### config.mk
export PLATFORM = sky130hd
export DESIGN_NAME = decode_reg_read_stage
export DESIGN_NICKNAME = d
export VERILOG_FILES = /design/src/rtl/decode_reg_read_stage.sv
export SDC_FILE = /design/constraint.sdc
export NUM_CORES = 1
export LEC_CHECK = 0
export ABC_CLOCK_PERIOD_IN_PS = 3990
export CAP_MARGIN = 10
export CORE_ASPECT_RATIO = 1.4
export CORE_MARGIN = 2
export CORE_UTILIZATION = 45
export CTS_CLUSTER_SIZE = 20
export DETAILED_ROUTE_END_ITERATION = 12
export GPL_TIMING_DRIVEN = 0
export PLACE_DENSITY = 0.83
export SLEW_MARGIN = 5
export SYNTH_ARGS = -nofsm -noshare
export SYNTH_HDL_FRONTEND = slang
export SYNTH_SLANG_ARGS = --single-unit
### constraint.sdc
create_clock -name clk -period 3.99 [get_ports clk]
set_input_delay 0.9975 -clock clk [delete_from_list [all_inputs] [get_ports clk]]
set_output_delay 0.9975 -clock clk [all_outputs]
set_load 0.005 [all_outputs]
### src/rtl/decode_reg_read_stage.sv
// Decode / register-read stage: picks source indices, reads the register
// file, forwards writeback results, stalls on scoreboard hazards and holds
// the operands in an output register toward execute.

package decode_pkg;
  localparam int INSTR_REG_W = 5;

  localparam logic [6:0] OPCODE_OP     = 7'b0110011;
  localparam logic [6:0] OPCODE_LUI    = 7'b0110111;
  localparam logic [6:0] OPCODE_SYSTEM = 7'b1110011;

  typedef enum logic {CSR_SEL_REG = 1'b0, CSR_SEL_IMM = 1'b1} csr_sel_e;

  typedef struct packed {
    csr_sel_e    input_select;
    logic [11:0] addr;
  } csr_t;

  typedef struct packed {
    logic [INSTR_REG_W-1:0] rs2;
    logic [INSTR_REG_W-1:0] rs1;
    logic [INSTR_REG_W-1:0] rd;
  } r_instr_t;

  typedef struct packed {
    r_instr_t r_instr;
  } params_t;

  typedef struct packed {
    logic [6:0]  opcode;
    csr_t        csr;
    params_t     params;
    logic [31:0] imm;
  } instr_packet;
endpackage

// One source operand: x0 forcing, writeback bypass and hazard detection.
module decode_operand_sel #(
  parameter int XLEN       = 32,
  parameter int REG_ADDR_W = 5,
  parameter int NUM_WB     = 2
) (
  input  logic [REG_ADDR_W-1:0]             idx_i,
  input  logic                              pend_i,
  input  logic [XLEN-1:0]                   rf_data_i,
  input  logic [NUM_WB-1:0]                 wb_valid_i,
  input  logic [NUM_WB-1:0][REG_ADDR_W-1:0] wb_rd_i,
  input  logic [NUM_WB-1:0][XLEN-1:0]       wb_data_i,
  output logic [XLEN-1:0]                   data_o,
  output logic                              busy_o
);
  logic hit;

  // Lowest-numbered matching writeback port beats the register file; x0 is 0.
  always_comb begin
    hit    = 1'b0;
    data_o = rf_data_i;
    for (int k = 0; k < NUM_WB; k++) begin
      if (!hit && wb_valid_i[k] && (wb_rd_i[k] == idx_i)) begin
        hit    = 1'b1;
        data_o = wb_data_i[k];
      end
    end
    if (idx_i == '0) data_o = '0;
  end

  // Pending producer with no bypass this cycle blocks the source.
  assign busy_o = (idx_i != '0) && pend_i && !hit;
endmodule

module decode_reg_read_stage
  import decode_pkg::*;
#(
  parameter int XLEN       = 32,
  parameter int REG_ADDR_W = 5,
  parameter int NUM_WB     = 2
) (
  input  logic                              clk,
  input  logic                              rst_n,
  input  logic                              flush,
  input  logic                              in_valid,
  output logic                              in_ready,
  input  instr_packet                       in_instr,
  input  logic                              in_uses_rs2,
  input  logic                              in_writes_rd,
  output logic [REG_ADDR_W-1:0]             rf_raddr1,
  output logic [REG_ADDR_W-1:0]             rf_raddr2,
  input  logic [XLEN-1:0]                   rf_rdata1,
  input  logic [XLEN-1:0]                   rf_rdata2,
  input  logic [NUM_WB-1:0]                 wb_valid,
  input  logic [NUM_WB-1:0][REG_ADDR_W-1:0] wb_rd,
  input  logic [NUM_WB-1:0][XLEN-1:0]       wb_data,
  output logic                              out_valid,
  input  logic                              out_ready,
  output instr_packet                       out_instr,
  output logic [REG_ADDR_W-1:0]             out_rs1,
  output logic [REG_ADDR_W-1:0]             out_rs2,
  output logic [XLEN-1:0]                   out_rs1_data,
  output logic [XLEN-1:0]                   out_rs2_data
);
  localparam int NREG = 2**REG_ADDR_W;

  logic [1:0][REG_ADDR_W-1:0] src_idx;
  logic [1:0][XLEN-1:0]       src_rf;
  logic [1:0][XLEN-1:0]       src_data;
  logic [1:0]                 src_busy;
  logic [REG_ADDR_W-1:0]      rd_idx;
  logic                       rs1_zero;
  logic                       hazard;
  logic                       accept;

  logic [NREG-1:0]            sb_q, sb_d;
  logic                       out_valid_q;
  instr_packet                out_instr_q;
  logic [REG_ADDR_W-1:0]      out_rs1_q, out_rs2_q;
  logic [XLEN-1:0]            out_rs1_data_q, out_rs2_data_q;

  // LUI and immediate-form CSR ops have no rs1; their rs1 field is not a register.
  always_comb begin
    rs1_zero   = (in_instr.opcode == OPCODE_LUI) ||
                 ((in_instr.opcode == OPCODE_SYSTEM) &&
                  (in_instr.csr.input_select == CSR_SEL_IMM));
    src_idx[0] = rs1_zero ? '0 : in_instr.params.r_instr.rs1[REG_ADDR_W-1:0];
    src_idx[1] = in_instr.params.r_instr.rs2[REG_ADDR_W-1:0];
    rd_idx     = in_instr.params.r_instr.rd[REG_ADDR_W-1:0];
  end

  assign rf_raddr1 = src_idx[0];
  assign rf_raddr2 = src_idx[1];
  assign src_rf[0] = rf_rdata1;
  assign src_rf[1] = rf_rdata2;

  for (genvar s = 0; s < 2; s++) begin : g_src
    decode_operand_sel #(
      .XLEN      (XLEN),
      .REG_ADDR_W(REG_ADDR_W),
      .NUM_WB    (NUM_WB)
    ) u_sel (
      .idx_i     (src_idx[s]),
      .pend_i    (sb_q[src_idx[s]]),
      .rf_data_i (src_rf[s]),
      .wb_valid_i(wb_valid),
      .wb_rd_i   (wb_rd),
      .wb_data_i (wb_data),
      .data_o    (src_data[s]),
      .busy_o    (src_busy[s])
    );
  end

  assign hazard   = src_busy[0] | (in_uses_rs2 & src_busy[1]);
  assign in_ready = !hazard && (!out_valid_q || out_ready) && !flush;
  assign accept   = in_valid && in_ready;

  // Scoreboard next state: clears first, new producer set wins, flush wipes all.
  always_comb begin
    sb_d = sb_q;
    for (int k = 0; k < NUM_WB; k++) begin
      if (wb_valid[k]) sb_d[wb_rd[k]] = 1'b0;
    end
    if (accept && in_writes_rd && (rd_idx != '0)) sb_d[rd_idx] = 1'b1;
    if (flush) sb_d = '0;
    sb_d[0] = 1'b0;
  end

  // Scoreboard register.
  always_ff @(posedge clk or negedge rst_n) begin
    if (!rst_n) sb_q <= '0;
    else        sb_q <= sb_d;
  end

  // Output register: load on accept, hold under backpressure, drop when drained.
  always_ff @(posedge clk or negedge rst_n) begin
    if (!rst_n) begin
      out_valid_q    <= 1'b0;
      out_instr_q    <= '0;
      out_rs1_q      <= '0;
      out_rs2_q      <= '0;
      out_rs1_data_q <= '0;
      out_rs2_data_q <= '0;
    end else if (flush) begin
      out_valid_q    <= 1'b0;
    end else if (accept) begin
      out_valid_q    <= 1'b1;
      out_instr_q    <= in_instr;
      out_rs1_q      <= src_idx[0];
      out_rs2_q      <= src_idx[1];
      out_rs1_data_q <= src_data[0];
      out_rs2_data_q <= src_data[1];
    end else if (out_ready) begin
      out_valid_q    <= 1'b0;
    end
  end

  assign out_valid    = out_valid_q;
  assign out_instr    = out_instr_q;
  assign out_rs1      = out_rs1_q;
  assign out_rs2      = out_rs2_q;
  assign out_rs1_data = out_rs1_data_q;
  assign out_rs2_data = out_rs2_data_q;
endmodule

After elaboration in Yosys (flattened, before gate mapping)

Cells that the tools add are included.
W data, S select, Z words.

Register bits: 168
Output and inout port bits: 153
Word-level logic and storage cells: 97

Magnitude comparators: 8
Equal/unequal tests: 6
Multiplexer cells: 28
Bitwise gates (word level): 8
Reduce and logical (&&, ||, !) cells: 35

Operators by type and width:

| cell                 | number |
|---|---|
| $mux W32             | 10 |
| $and A32 B32 Y32     | 2 |
| $not A32 Y32         | 2 |
| $or A32 B32 Y32      | 1 |
| $lt A5 B6 Y1 const B | 5 |
| $eq A5 B5 Y1         | 4 |
| $logic_and A1 B1 Y1  | 19 |
| $demux W1 S5         | 3 |
| $ge A5 B1 Y1 const B | 3 |
| $reduce_bool A5 Y1   | 3 |
| $mux W1              | 12 |
| $bmux W1 S5          | 2 |
| $logic_not A5 Y1     | 2 |
| $eq A7 B6 Y1 const B | 1 |
| $eq A7 B7 Y1 const B | 1 |
| $logic_not A1 Y1     | 7 |
| $mux W5              | 1 |
| $reduce_bool A3 Y1   | 1 |
| $logic_or A1 B1 Y1   | 2 |
| $reduce_and A2 Y1    | 1 |
| $and A1 B1 Y1        | 1 |
| $not A1 Y1           | 1 |
| $or A1 B1 Y1         | 1 |

Depth between registers and ports, before layout

Depth after elaboration: 22
Mapped depth: 11
Gate-level depth less buffers: 7

By module

A second synthesis with hierarchy kept.

Cell total of the unflattened synthesis: 1,175
Area, all modules: 9,913.3 um2

By module, submodules not included:

| module                | instances | cells each | area an instance (um2) |
|---|---|---|---|
| decode_reg_read_stage | 1         | 813        | 7,475.9 |
| decode_operand_sel    | 2         | 181        | 1,218.7 |

Least setup slack after synthesis

OpenSTA, ideal clock, no wires.

Path kind: input -> output
Start point: input port in_instr[42] (netlist name)
End point: output port in_ready
Arrival: 2,800 ps
Required time: 2,993 ps
Setup slack: 192 ps
Stages on the path: 10
Path buffers: 3
Cells stage by stage: buf_2 > buf_6 > or4_1 > o21ai_0 > a211oi_1 > and4bb_1 > nor3_1 > o21ai_1 > buf_2 > inv_1

Cells in the longest elaborated chain, start to end: 14
Elaborated cells on any way between the ends: 19
Those cells by class: eq/ne: 2; mux: 4; bitwise: 2; reduce/logical: 11

RTL lines:

| what                               | RTL line | RTL |
|---|---|---|
| from (decl)                        | 83       | `input instr_packet in_instr,` |
| $eq A5 B5 Y1                       | 59       | `if (!hit && wb_valid_i[k] && (wb_rd_i[k] == idx_i)) begin` |
| $logic_and A1 B1 Y1                | 59       |  |
| $mux W1                            | 59       |  |
| $logic_not A1 Y1                   | 59       |  |
| $logic_and A1 B1 Y1 (2 in a row)   | 59       |  |
| $mux W1                            | 59       |  |
| $logic_not A1 Y1                   | 68       | `assign busy_o = (idx_i != '0) && pend_i && !hit;` |
| $logic_and A1 B1 Y1 *              | 68       |  |
| $and A1 B1 Y1 *                    | 150      | `assign hazard = src_busy[0] \| (in_uses_rs2 & src_busy[1]);` |
| $or A1 B1 Y1 *                     | 150      |  |
| $logic_not A1 Y1 *                 | 151      | `assign in_ready = !hazard && (!out_valid_q \|\| out_ready) && !flush;` |
| $logic_and A1 B1 Y1 * (2 in a row) | 151      |  |
| to (decl)                          | 82       | `output logic in_ready,` |

Every way passes the cells marked *; elsewhere a longest branch is shown, timed or not. The select of a mux whose other input is x is not followed.

Final worst setup path

Start point: input port in_instr[62] (netlist name)
End point: output port in_ready

Cells in the longest elaborated chain, start to end: 17
Elaborated cells on any way between the ends: 23
Those cells by class: eq/ne: 4; mux: 5; bitwise: 1; reduce/logical: 13

RTL lines:

| what                               | RTL line | RTL |
|---|---|---|
| $eq A7 B7 Y1                       | 121      | `((in_instr.opcode == OPCODE_SYSTEM) &&` |
| $logic_and A1 B1 Y1                | 121      |  |
| $logic_or A1 B1 Y1 *               | 120      | `rs1_zero = (in_instr.opcode == OPCODE_LUI) \|\|` |
| $mux W5 *                          | 123      | `src_idx[0] = rs1_zero ? '0 : in_instr.params.r_instr.rs1[REG_ADDR_W-1:0];` |
| $eq A5 B5 Y1                       | 59       |  |
| $logic_and A1 B1 Y1                | 59       |  |
| $mux W1                            | 59       |  |
| $logic_not A1 Y1                   | 59       |  |
| $logic_and A1 B1 Y1 (2 in a row)   | 59       |  |
| $mux W1                            | 59       |  |
| $logic_not A1 Y1                   | 68       |  |
| $logic_and A1 B1 Y1 *              | 68       |  |
| $or A1 B1 Y1 *                     | 150      |  |
| $logic_not A1 Y1 *                 | 151      |  |
| $logic_and A1 B1 Y1 * (2 in a row) | 151      |  |

Marks and branches as above.

==> run_results.csv <==
group,metric,value,unit
yosys,synth_compound_area_share,13.87,%
yosys,synth_edf_count,0,
yosys,synth_cell_type_count,49,
clocking,clock-sinks,168,
timing,skew,9.226,ps
worst_setup_path,crit_required,2990,ps
clocking,cts.path.max_buffers,2,
worst_setup_path,rrSetupSlack,1180,ps
worst_setup_path,cp_slowest_stage_delay,390,ps
timing,setup_tns,0,ps
die,core,21050,um^2
clocking,cts_buffers,17,
cells_and_area,stdcell_area,14300,um^2
global_route,antenna_found_initial,1,
worst_setup_path,reg2reg_to,"out_instr[15]",
pwr,p_per_area,402.5,nW/um^2
timing,finalSetupViolations,0,
yosys,ys.flop_type,"dfrtp_1",
timing,finalMaxSlewViolations,0,
yosys,synth-seq-cells,168,
yosys,yosys.area_share.xor_xnor,1.006,%
place,port_buffers,358,
pwr,leakage,0.005618,uW
pwr,peakVddDrop,339.7,uV
cells_and_area,register_area,4204,um^2
global_route,grt_max_degree,90,
worst_setup_path,crit_type,"primary input to primary output",
worst_setup_path,end_kind,"primary output",
clocking,cts_max_level,4,
yosys,syn_inst,846,
routing,routed_wl,35600,um
timing,worstMarginPinSlew,905.4,ps
cells_and_area,layout_common_cells,"clkdlybuf4s50_1, dfrtp_1, mux2_1, mux2i_1, a211oi_1",
worst_setup_path,startpoint_type,"primary input",
worst_setup_path,critPathArrivalTime,2960,ps
timing,timing.fmax,252.4,MHz
routing,drc_errors,0,
timing,min_period_over_period,99.31,%
worst_setup_path,critPathCapture,"in_ready",
place,gp_congestion,0.9766,
routing,wire_per_inst,23.51,um
cells_and_area,multiInputGateArea,4962,um^2
place,dpl.hpwl,27240,um
yosys,synth_mux_area_share,26.46,%
worst_setup_path,crit_start,"in_instr[62]",
min_path,hold_path_class,"register to register",
yosys,yosys.area_share.simple,9.535,%
routing,drt-initial-drc-count,768,
timing,period_minus_slack,3962,ps
timing,finalHoldViolations,0,
cells_and_area,mostFrequentLayoutCell,"clkdlybuf4s50_1",
global_route,grt_usage,31.28,%
cells_and_area,drive_gt1_share,11.24,%
die,die_x,127.3,um
job,drv_cap,0,
yosys,syn_nets,1060,
cells_and_area,fin_nets,1456,
routing,drt_first_pass_iters,7,
worst_setup_path,worstPathMaxFanout,3,
global_route,grt-ovfl-total,0,
die,row_count,63,
global_route,grt_pass1_wl,53370,um
worst_setup_path,crit_buf_inv,4,
worst_setup_path,timing.rr.start,"sb_q[16]",
yosys,synth_top_family_by_area,"multiplexers",
global_route,grt_pass1_vias,9217,
cells_and_area,final_util,67.95,%
yosys,async_reset_ff_share,100.0,%
timing,rsz0062_at_grt,"true",
timing,worst_slack,27.66,ps
place,dpl_cell_area,13520,um^2
clocking,cts_tree,"built",
worst_setup_path,critical_path.cell_chain,"buf_8, nand3b_1, a211oi_4, mux2i_2, a211oi_4, a311o_2, o21ai_4, buf_8, inv_2, buf_2",
yosys,ys_warn_count,0,
routing,dr_total_vias,8991,
cells_and_area,syn_to_final_growth,49.29,%
worst_setup_path,cp.depth,10,
timing,slew_headroom,39.51,%
clocking,root_buffer,"clkbuf_16",
timing,hold_slack,489.1,ps
min_path,min_path_cells,1,
clocking,cts_hold_repair.buffers,0,
place,preCtsSetupSlack,-1389,ps
status,outcome,"finished clean",
yosys,yosysSeqAreaShare,43.89,%
worst_setup_path,reg2reg_depth,10,
clocking,clock_latency,430,ps
clocking,clk_pin_slew_worst_paths,70,ps
routing,antenna_left,0,
die,pin_count,367,
yosys,synth_area,9579,um^2
routing,viasPerCell,5.939,
cells_and_area,diodes,0,
yosys,synthAdderAreaFrac,0,%
worst_setup_path,slowest_stage,"a211oi_4",
die,die_area,22490,um^2
die,initial_core_util,45.51,%
worst_setup_path,worst_path_dominant_cell_family,"compound AO/OA/AOI/OAI gates",
cells_and_area,fillCellCount,1588,
die,die_h,176.6,um
yosys,syn_area_per_cell,11.32,um^2
[metal layers]
layer  wire length [um]  global-route usage, %  share of wire, %  up-vias
met5                 13                      0             0.037        -
met4               1905                  15.06               5.4        2
met3               2545                  6.892               7.1      124
met2              18100                  55.41                51      506
met1              13030                  35.54                37     4393
li1                   -                      -                 -     3966
[power breakdown]
group	switching, uW	internal [uW]
combinational	706	1220
sequential	218	2090
clock	689	830
total	1610	4140
[logic make-up (layout without fill, tap and decap cells)]
group | Yosys count | in the layout
DFF | 168 | 168
and+or+nand+nor | 171 | 171
buffers and inverters | 87 | 495
muxes | 221 | 221
AOI/OAI and AO/OA | 188 | 188
xor gates and xnor gates | 11 | 11
[worst reg2reg max path: stages (launching register included)]
cell	delay, ps
dfrtp_1	410
mux2i_1	160
mux4_2	490
a211oi_1	240
and4bb_1	300
buf_4	140
nor2_1	40
o21ai_1	140
buf_6	230
buf_6	190
mux2_1	350
[what timing repair did]
action / CTS / global route
endpoints found under the hold margin: 0 / 0
resized for setup: 81 / 10
endpoints found under the setup margin: 1 / 1
buffers inserted: 18 / 1
pin swaps: 9 / 6
[state kept, by name, indices dropped and copies added (netlist names)]
| register | cells |
|---|---|
| out_rs1_data | 32 |
| sb_q | 31 |
| out_rs2_data | 32 |
| out_rs2 | 5 |
| out_rs1 | 5 |
| out_instr | 62 |
| out_valid | 1 |
[worst min-delay path by stage]
stage	start	to	slack, ps
floorplan	out_instr[0]	out_instr[0]	490
global placement	out_rs2_data[31]	out_rs2_data[31]	470
detailed placement	out_rs1_data[8]	out_rs1_data[8]	480
CTS	out_rs2_data[23]	out_rs2_data[23]	490
global route	out_rs1_data[8]	out_rs1_data[8]	500
finish	out_instr[39]	out_instr[39]	490
[synthesized netlist by cell type, types with 3 or more instances]
cell type,n,area share (%)
a211oi_1,66,5.2
a21oi_1,33,1.7
a22oi_1,33,2.6
and2_1,4,0.26
and3_1,10,0.65
buf_2,14,0.73
buf_4,10,0.78
buf_6,16,1.9
clkbuf_1,36,1.4
dfrtp_1,168,44
inv_1,9,0.35
mux2_1,129,15
mux2_2,9,1.1
mux2i_1,71,7.4
mux4_2,12,2.8
nand2_1,21,0.82
nand2b_1,6,0.39
nand3_1,9,0.47
nand3b_1,35,2.7
nand4_1,3,0.20
nor2_1,56,2.2
nor2b_1,6,0.39
nor3_1,12,0.63
o21ai_0,6,0.31
o21ai_1,4,0.21
o31ai_1,30,2.4
xor2_1,9,0.82
[layout make-up]
type	count	area share (%)
buffer	77	3.622
clock buffer	22	3.246
clock inverter	9	0.4724
inverter	9	0.2362
multi-input combinational	591	34.70
sequential	168	29.40
tap	260	2.275
timing repair buffer	378	26.05
[stage by stage]
step / total power [uW] / cells
2_1_floorplan: 2880 / 846
3_3_place_gp: 4172 / 1464
3_5_place_dp: 4235 / 1465
4_1_cts: 5787 / 1513
5_1_grt: 6000 / 1514
6_report: 5757 / 1514
(Power assumes the default switching activity.)
